[src/rtl/i2c_pkg.sv]
// i2c_pkg: shared types for the I2C master write controller.
//   i2c_ctrl_state_t : transaction sequencer states
//   i2c_phase_t      : quarter-period phase within one SCL bit
package i2c_pkg;

    typedef enum logic [2:0] {
        ST_IDLE,
        ST_START,
        ST_ADDR,
        ST_ADDR_ACK,
        ST_LOAD,
        ST_DATA,
        ST_DATA_ACK,
        ST_STOP
    } i2c_ctrl_state_t;

    // Q0/Q1: SCL low, Q2/Q3: SCL released
    typedef enum logic [1:0] {
        PH_Q0,
        PH_Q1,
        PH_Q2,
        PH_Q3
    } i2c_phase_t;

endpackage

[src/rtl/i2c_quarter_gen.sv]
// i2c_quarter_gen: SCL quarter-period timebase.
// Counts 0..QUARTER-1 per quarter and steps a 2-bit phase (Q0..Q3) per bit.
// Ports:
//   clk, rst   - system clock, synchronous active-high reset
//   restart    - force counter and phase back to Q0 / count 0
//   hold       - freeze the counter (clock stretching)
//   phase      - current quarter phase (0..3)
//   phase_end  - one-cycle strobe on the last cycle of the current quarter
module i2c_quarter_gen #(
    parameter int DIV_LEN = 16,
    parameter int QUARTER = 125
) (
    input  logic       clk,
    input  logic       rst,
    input  logic       restart,
    input  logic       hold,
    output logic [1:0] phase,
    output logic       phase_end
);

    localparam logic [DIV_LEN-1:0] LAST = DIV_LEN'(QUARTER - 1);

    logic [DIV_LEN-1:0] cnt;

    always_ff @(posedge clk) begin
        if (rst || restart) begin
            cnt   <= '0;
            phase <= '0;
        end else if (!hold) begin
            if (cnt == LAST) begin
                cnt   <= '0;
                phase <= phase + 2'd1;
            end else begin
                cnt <= cnt + 1'b1;
            end
        end
    end

    assign phase_end = !restart && !hold && (cnt == LAST);

endmodule

[src/rtl/i2c_master_ctrl.sv]
// i2c_master_ctrl: I2C master write-transaction controller.
// Frames START, address byte (R/W=0), cmd_len data bytes from a ready/valid
// source with ACK checking, and STOP. Owns SDA/SCL for the whole transaction.
// Optional feature: define I2C_CLOCK_STRETCH_EN to honour slave clock
// stretching (quarter counter holds in Q2 while SCL is released but reads 0).
// Ports:
//   clk, rst                 - system clock, synchronous active-high reset
//   cmd_valid/cmd_ready      - command handshake (ready only in IDLE)
//   cmd_addr, cmd_len        - 7-bit target address, data byte count 0..15
//   wr_data/wr_valid/wr_ready- data byte source, taken when valid && ready
//   busy, done               - transaction active, one-cycle end pulse
//   nak, nak_idx             - abort status (0 = address, k = data byte k)
//   i2c_sda_i/_t/_o          - SDA drive value, tristate (1 = released), pad
//   i2c_scl_i/_t/_o          - SCL drive value, tristate (1 = released), pad
module i2c_master_ctrl
    import i2c_pkg::*;
#(
    parameter int CLK_FREQ = 50_000_000,
    parameter int I2C_FREQ = 100_000,
    parameter int DIV_LEN  = 16,
    parameter int QUARTER  = CLK_FREQ / (4 * I2C_FREQ)
) (
    input  logic       clk,
    input  logic       rst,
    input  logic       cmd_valid,
    output logic       cmd_ready,
    input  logic [6:0] cmd_addr,
    input  logic [3:0] cmd_len,
    input  logic [7:0] wr_data,
    input  logic       wr_valid,
    output logic       wr_ready,
    output logic       busy,
    output logic       done,
    output logic       nak,
    output logic [3:0] nak_idx,
    output logic       i2c_sda_i,
    output logic       i2c_sda_t,
    input  logic       i2c_sda_o,
    output logic       i2c_scl_i,
    output logic       i2c_scl_t,
    input  logic       i2c_scl_o
);

    i2c_ctrl_state_t state, state_next;
    i2c_phase_t      phase;

    logic [1:0] phase_raw;
    logic       phase_end;
    logic       bit_end;
    logic       restart;
    logic       hold;

    logic [3:0] len_q;
    logic [7:0] shreg;
    logic [2:0] bit_cnt;
    logic [3:0] byte_cnt;
    logic       ack_bit;
    logic       nak_q;
    logic [3:0] nak_idx_q;
    logic       done_q;

    logic       take_byte;
    logic       nak_set;

    i2c_quarter_gen #(
        .DIV_LEN (DIV_LEN),
        .QUARTER (QUARTER)
    ) u_quarter_gen (
        .clk       (clk),
        .rst       (rst),
        .restart   (restart),
        .hold      (hold),
        .phase     (phase_raw),
        .phase_end (phase_end)
    );

    assign phase   = i2c_phase_t'(phase_raw);
    assign bit_end = phase_end && (phase == PH_Q3);

`ifdef I2C_CLOCK_STRETCH_EN
    // Slave stretches by keeping SCL low after we release it in Q2.
    assign hold = (phase == PH_Q2) && i2c_scl_t && !i2c_scl_o;
`else
    logic unused_scl_pad;
    assign unused_scl_pad = i2c_scl_o;
    assign hold           = 1'b0;
`endif

    always_ff @(posedge clk) begin
        if (rst) begin
            state <= ST_IDLE;
        end else begin
            state <= state_next;
        end
    end

    always_comb begin
        state_next = state;
        i2c_scl_t  = 1'b1;
        i2c_sda_t  = 1'b1;
        restart    = 1'b0;
        take_byte  = 1'b0;
        nak_set    = 1'b0;
        cmd_ready  = 1'b0;
        busy       = 1'b1;
        wr_ready   = 1'b0;
        case (state)
            ST_IDLE: begin
                restart   = 1'b1;
                cmd_ready = 1'b1;
                busy      = 1'b0;
                if (cmd_valid) begin
                    state_next = ST_START;
                end
            end
            ST_START: begin
                // SDA falls at Q2 while SCL is high
                i2c_sda_t = (phase == PH_Q0) || (phase == PH_Q1);
                if (bit_end) begin
                    state_next = ST_ADDR;
                end
            end
            ST_ADDR: begin
                i2c_scl_t = (phase == PH_Q2) || (phase == PH_Q3);
                i2c_sda_t = shreg[7];
                if (bit_end && (bit_cnt == 3'd7)) begin
                    state_next = ST_ADDR_ACK;
                end
            end
            ST_ADDR_ACK: begin
                i2c_scl_t = (phase == PH_Q2) || (phase == PH_Q3);
                if (bit_end) begin
                    if (ack_bit) begin
                        nak_set    = 1'b1;
                        state_next = ST_STOP;
                    end else if (len_q != 4'd0) begin
                        state_next = ST_LOAD;
                    end else begin
                        state_next = ST_STOP;
                    end
                end
            end
            ST_LOAD: begin
                // Timebase parked at Q0 so DATA starts on a fresh bit
                restart   = 1'b1;
                i2c_scl_t = 1'b0;
                wr_ready  = 1'b1;
                if (wr_valid) begin
                    take_byte  = 1'b1;
                    state_next = ST_DATA;
                end
            end
            ST_DATA: begin
                i2c_scl_t = (phase == PH_Q2) || (phase == PH_Q3);
                i2c_sda_t = shreg[7];
                if (bit_end && (bit_cnt == 3'd7)) begin
                    state_next = ST_DATA_ACK;
                end
            end
            ST_DATA_ACK: begin
                i2c_scl_t = (phase == PH_Q2) || (phase == PH_Q3);
                if (bit_end) begin
                    if (ack_bit) begin
                        nak_set    = 1'b1;
                        state_next = ST_STOP;
                    end else if (byte_cnt < len_q) begin
                        state_next = ST_LOAD;
                    end else begin
                        state_next = ST_STOP;
                    end
                end
            end
            ST_STOP: begin
                i2c_scl_t = (phase != PH_Q0);
                i2c_sda_t = (phase == PH_Q3);
                if (bit_end) begin
                    state_next = ST_IDLE;
                end
            end
            default: begin
                state_next = ST_IDLE;
            end
        endcase
    end

    always_ff @(posedge clk) begin
        if (rst) begin
            len_q     <= '0;
            shreg     <= '1;
            bit_cnt   <= '0;
            byte_cnt  <= '0;
            ack_bit   <= 1'b1;
            nak_q     <= 1'b0;
            nak_idx_q <= '0;
            done_q    <= 1'b0;
        end else begin
            done_q <= (state == ST_STOP) && bit_end;
            if ((state == ST_IDLE) && cmd_valid) begin
                len_q     <= cmd_len;
                shreg     <= {cmd_addr, 1'b0};
                bit_cnt   <= '0;
                byte_cnt  <= '0;
                nak_q     <= 1'b0;
                nak_idx_q <= '0;
            end
            if (take_byte) begin
                shreg    <= wr_data;
                bit_cnt  <= '0;
                byte_cnt <= byte_cnt + 4'd1;
            end
            if (((state == ST_ADDR) || (state == ST_DATA)) && bit_end) begin
                shreg   <= {shreg[6:0], 1'b1};
                bit_cnt <= bit_cnt + 3'd1;
            end
            if ((phase == PH_Q2) && phase_end) begin
                ack_bit <= i2c_sda_o;
            end
            if (nak_set) begin
                nak_q <= 1'b1;
                // byte_cnt already holds the 1-based index of the byte just sent
                nak_idx_q <= (state == ST_DATA_ACK) ? byte_cnt : 4'd0;
            end
        end
    end

    assign done      = done_q;
    assign nak       = nak_q;
    assign nak_idx   = nak_idx_q;
    assign i2c_sda_i = 1'b0;
    assign i2c_scl_i = 1'b0;

endmodule
[config.mk]
export PLATFORM = sky130hd
export DESIGN_NAME = i2c_master_ctrl
export DESIGN_NICKNAME = d
export VERILOG_FILES = /design/src/rtl/i2c_pkg.sv /design/src/rtl/i2c_quarter_gen.sv /design/src/rtl/i2c_master_ctrl.sv
export SDC_FILE = /design/constraint.sdc
export NUM_CORES = 1
export LEC_CHECK = 0
export ABC_AREA = 0
export BUFFER_PORTS_ARGS = -buffer_cell sky130_fd_sc_hd__buf_2
export CAP_MARGIN = 0
export CORE_MARGIN = 5
export CORE_UTILIZATION = 45
export DETAILED_ROUTE_END_ITERATION = 12
export PLACE_DENSITY_LB_ADDON = 0.08
export SLEW_MARGIN = 15
export SYNTH_ARGS = -nofsm -noshare
export SYNTH_HDL_FRONTEND = slang
export SYNTH_SLANG_ARGS = --single-unit
[constraint.sdc]
create_clock -name clk -period 2.3 [get_ports clk]
set_input_delay 0.345 -clock clk [delete_from_list [all_inputs] [get_ports clk]]
set_output_delay 0.345 -clock clk [all_outputs]
set_load 0.005 [all_outputs]
==> flow_summary.toml, run 1 <==
[outcome]
status = "finished, final reports clean"

[setup_path]
required_ns = 1.96
end_kind = "output port"
reg2reg_from = "state[1]$_SDFFE_PP0P_"
startpoint_type = "flip-flop"
crit_chain = "or4_1, o21ai_0, a22oi_1, buf_2"
cp-startpoint = "state[1]$_SDFFE_PP0P_"
arrival_ns = 1.77
path_class = "reg -> out"
r2r_setup_slack_ns = 0.32
slowest_stage = "or4_1"
path_max_fanout = 20
critPathMaxStageDelay_ns = 0.59

[power_and_ir_drop]
ir_drop_mv = 0.259
power_density_mw_per_mm2 = 587
leakage_nw = 1.14
power_mw = 1.68

[clock_tree]
cts_resized = 0
clk_pin_slew_ns = 0.10
cts_hold_buf = 0
insertion_delay_ns = 0.30
clk_path_buf_depth = 2
cts_num_sinks = 47
cts_setup_buffers = 0
tritoncts = "built"
htreeDepth = 2
cts_root_buffer = "clkbuf_8"
numCtsBuffers = 5

[finish]
insertedDiodeCount = 0
ff_latch_area_um2 = 941
areaGrowthSynthToFinish_pct = 13.3
final_layout_size_suffix_gt1_share_pct = 21.5
filler_cell_count = 559
nets = 357
multi_input_area_mm2 = 0.00142

[global_route]
grtUsageMet2_pct = 25.5
groute.usage.overall_pct = 15.0
grt_pass1_vias = 1938
grt_pass1_wl_um = 8950
grtUsageMet1_pct = 19.0
busiest_layer = "met2"
grt_max_degree = 21
antenna_found_initial = 0
met3_usage_pct = 3.59
gr-total-overflow = 0

[timing]
setup_viol = 0
fin_crit_ns = 2.12
hold_viol = 0
max_freq_mhz = 472
timing.hold.ws_ns = 0.264
tightest_slew_ns = 0.650
clock_skew_ns = 0.00838
slew_headroom_pct = 56.6
slew_viol_final = 0
fin_crit_sh_pct = 92.1
setup_tns_ns = 0
rsz0062_at_grt = "no"

[route]
dr.pass1.iters = 4
drt_iter0_drc = 120
num_vias = 2017
drc = 0
drt_wl_total_um = 5060
vias_per_cell = 5.13
final_antenna_net_count = 0
wire_per_inst_um = 12.9

[floorplan]
die_y_um = 84.9
die_x_um = 84.9
dieArea_mm2 = 0.00720
io_pins = 38
rows = 27
design.core.area_mm2 = 0.00547
initial_core_util_pct = 46.1

[placed_design]
numPortBuffers = 34
hpwl_um = 3700
gp_congestion = 0.766

[synthesis]
synthCells = 287
synth_edf_count = 0
seq_area_frac_synth_pct = 37.3
synthArstFlopShare_pct = 0
syn_area_mm2 = 0.00252
synthTopCellsByCount = "dfxtp_1, nor2_1, nand2_1"
syn_avg_cell_area_um2 = 8.78
ys_types = 58
yosys-top-cells-area = "dfxtp_1, ha_1, mux2i_1, nor2_1, nand2_1"
synth.most_common_cell = "dfxtp_1"
synth_largest_area_cell = "dfxtp_1"
synth_ff_type = "dfxtp_1"
ys_seq_elements = 47
synth_top_area_share_pct = 37.3
yosysWarnings = 0

[hold_path]
hold_class = "in -> reg"
holdCritStartpoint = "cmd_len[3]"

[run]
drv_cap = 0
-- cells in the final DEF (no fill, tap or decap), drive strengths merged, types with 3 or more instances in the layout --
master,Yosys,routed
ha,12,12
xnor2,10,10
a21oi,13,13
o22ai,3,3
nand3,9,9
xor2,8,8
nand2,28,28
a22o,4,4
inv,14,15
o21ai,8,8
and4,4,4
buf,9,43
clkbuf,9,6
and3,3,3
dfxtp,47,47
nor2,39,39
and2,4,4
nand4,5,5
mux2i,13,13
nor3,8,8
-- worst max-delay path, delay by kind of cell, from the launching register on --
kind                   cells  cell delay (ns)
AND/OR/NAND/NOR            1             0.59
AO/OA/AOI/OAI              2             0.20
buffers and inverters      1             0.16
flip-flops                 1             0.52
-- stage by stage --
step	std cells	util (%)	cell area [um^2]	setup slack, ns
floorplan	288	-	2520	0.289
global placement	385	50.4	2760	0.343
detailed placement	385	50.4	2760	0.330
CTS	393	52.2	2860	0.172
global route	393	52.2	2860	0.0641
finish	393	52.2	2860	0.181
-- report_power, final --
group	switching, mW	internal (mW)	total (mW)	leakage, nW
clock	0.287	0.246	0.533	0.0516
sequential	0.0381	0.843	0.881	0.381
combinational	0.142	0.119	0.261	0.703
total	0.467	1.21	1.68	1.14
-- flip-flops by register name, indices dropped and copies added, names as in the netlist --
signal	cells
nak_idx	4
state	3
len_q	4
byte_cnt	4
u_quarter_gen.phase	2
shreg	8
u_quarter_gen.cnt	16
done	1
ack_bit	1
nak	1
bit_cnt	3
-- layout make-up --
cell class                 count  area share, %
timing repair buffer          43           8.76
clock buffer                   6           2.89
multi-input combinational    208           49.8
sequential                    47           32.9
clock inverter                 2          0.482
tap                           72           3.15
inverter                      15           1.97
-- cells by family after synthesis --
family                     count (synthesis)  share of synthesized area, %
DFF                                       47                          37.3
buffers and inverters                     33                          6.90
and+or+nand+nor                          118                          26.3
xor gates and xnor gates                  18                          6.25
adders and majority gates                 12                          5.96
muxes                                     13                          5.16
AOI/OAI and AO/OA                         45                          12.0
other                                      1                         0.149
-- per-layer routing --
| layer | wire length, um | vias up |
|---|---|---|
| met1 | 2410 | 933 |
| met5 | 0 | - |
| li1 | - | 1058 |
| met4 | 29 | 0 |
| met2 | 2440 | 24 |
| met3 | 177 | 2 |
-- path summary, 6_finish.rpt --
kind / end / depth (start not counted)
max: i2c_sda_t / 4
max reg2reg: shreg[6]$_SDFFE_PP1P_ / 6
min: len_q[3]$_SDFFE_PP0P_ / 3
min reg2reg: u_quarter_gen.cnt[0]$_SDFF_PP0_ / 1
No activity file was read; power rests on OpenSTA's default activity.
==> inputs of run 2 (changes only) <==
- CORE_UTILIZATION: 45 -> 50
==> flow_summary.toml, run 2 (synthesis results as in run 1) <==
[setup_path]
critPathMaxStageDelay_ns = 0.41
critPathBufInv = 2
path_class = "reg -> out"
path_max_fanout = 4
crit_chain = "inv_1, ha_1, or4_1, o21ai_0, a22oi_1, buf_2"
cp_top_family = "flip-flops"
end_kind = "output port"
slowest_stage = "dfxtp_1"
required_ns = 1.96
arrival_ns = 1.76
startpoint_type = "flip-flop"

[floorplan]
die_x_um = 81.0
rows = 25
io_pins = 38
dieArea_mm2 = 0.00656
die_y_um = 81.0
initial_core_util_pct = 52.3
design.core.area_mm2 = 0.00482

[route]
drt_iter0_drc = 116
wire_per_inst_um = 12.9
final_antenna_net_count = 0
drt_wl_total_um = 5030
vias_per_cell = 5.21
num_vias = 2025
drc = 0
dr.pass1.iters = 4

[timing]
clock_skew_ns = 0.00545
hold_viol = 0
timing.hold.ws_ns = 0.265
tightest_slew_ns = 0.491
rsz0062_at_grt = "no"
slew_headroom_pct = 67.1
fin_crit_ns = 2.11
fin_crit_sh_pct = 91.7
setup_viol = 0
slew_viol_final = 0
setup_slack_ns = 0.191
setup_tns_ns = 0
max_freq_mhz = 474

[global_route]
grt_max_degree = 23
antenna_found_initial = 0
groute.usage.overall_pct = 16.7
grt_pass1_wl_um = 8660
grt_pass1_vias = 1897
gr-total-overflow = 0

[power_and_ir_drop]
leakage_nw = 1.13
ir_drop_mv = 0.273
power_density_mw_per_mm2 = 574

[hold_path]
hold_class = "in -> reg"

[placed_design]
gp_congestion = 0.778
dpl_cell_area_mm2 = 0.00275
dp_slack_ns = 0.387
numPortBuffers = 34
hpwl_um = 3660

[finish]
insertedDiodeCount = 0
final_core_util_pct = 58.8
layout_commonest_cell = "dfxtp_1"
top_regs = "u_quarter_gen.cnt x16, shreg x8"
areaGrowthSynthToFinish_pct = 12.4
fin_area_mm2 = 0.00283
largest_register_ffs = 16
layout_common_cells = "dfxtp_1, buf_2, nor2_1"
final_layout_size_suffix_gt1_share_pct = 21.4
largest_register = "u_quarter_gen.cnt"
nets = 358

[run]
drv_cap = 0

[clock_tree]
cts_setup_buffers = 0
insertion_delay_ns = 0.30
cts_num_sinks = 47
cts_resized = 0
clk_path_buf_depth = 2
clk_pin_slew_ns = 0.09
numCtsBuffers = 5
cts_root_buffer = "clkbuf_8"
cts_hold_buf = 0
htreeDepth = 2
tritoncts = "built"

[outcome]
status = "finished, final reports clean"
[run 2: cell types whose count changed in the layout (fill, tap and decap cells not counted)]
cell	change
buf_12	-1
buf_4	+2
clkbuf_1	+1
clkbuf_8	-1
clkinvlp_4	+1
inv_6	-1
[run 2: through the flow]
stage	instances	power [mW]
2_1_floorplan	288	1.08
3_3_place_gp	381	1.15
3_5_place_dp	381	1.15
4_1_cts	389	1.65
5_1_grt	389	1.72
6_report	389	1.63
[run 2: final timing paths]
path	endpoint	cells past startpoint	startpoint	slack (ns)
setup / recovery	i2c_sda_t	6	u_quarter_gen.phase[0]$_SDFFE_PP0N_	0.19
hold / removal	len_q[1]$_SDFFE_PP0P_	3	cmd_len[1]	0.26
setup reg to reg	u_quarter_gen.cnt[2]$_SDFF_PP0_	8	u_quarter_gen.cnt[0]$_SDFF_PP0_	0.37
hold reg to reg	u_quarter_gen.cnt[0]$_SDFF_PP0_	1	u_quarter_gen.cnt[0]$_SDFF_PP0_	0.47
[run 2: final cells by class]
class	count	area, um^2
fillers	461	1980
multi-input cells	208	1420
flip-flops and latches	47	941
repair buffers	44	245
well taps	67	83.8
clock buffers	6	72.6
inverters	15	56.3
clock inverters	2	12.5
[run 2: metal layers]
metal / up-vias / share of wire, % / global-route usage [%]
li1: 1056 / - / -
met1: 925 / 48 / 21.9
met2: 36 / 47 / 27.1
met3: 8 / 4.1 / 3.99
met4: 0 / 1.7 / 5.24
met5: - / 0 / 0
[run 2: report_power, final]
group	switching [mW]	total, mW	internal [mW]
Sequential	0.0308	0.874	0.843
Combinational	0.146	0.257	0.111
Clock	0.282	0.495	0.213
[run 2: worst register-to-register path: stages, from the launching register on]
cell	delay (ns)
dfxtp_1	0.39
inv_1	0.06
ha_1	0.19
nor4b_1	0.14
and4_4	0.22
and2_4	0.19
or3_1	0.31
buf_4	0.24
nor2_1	0.13
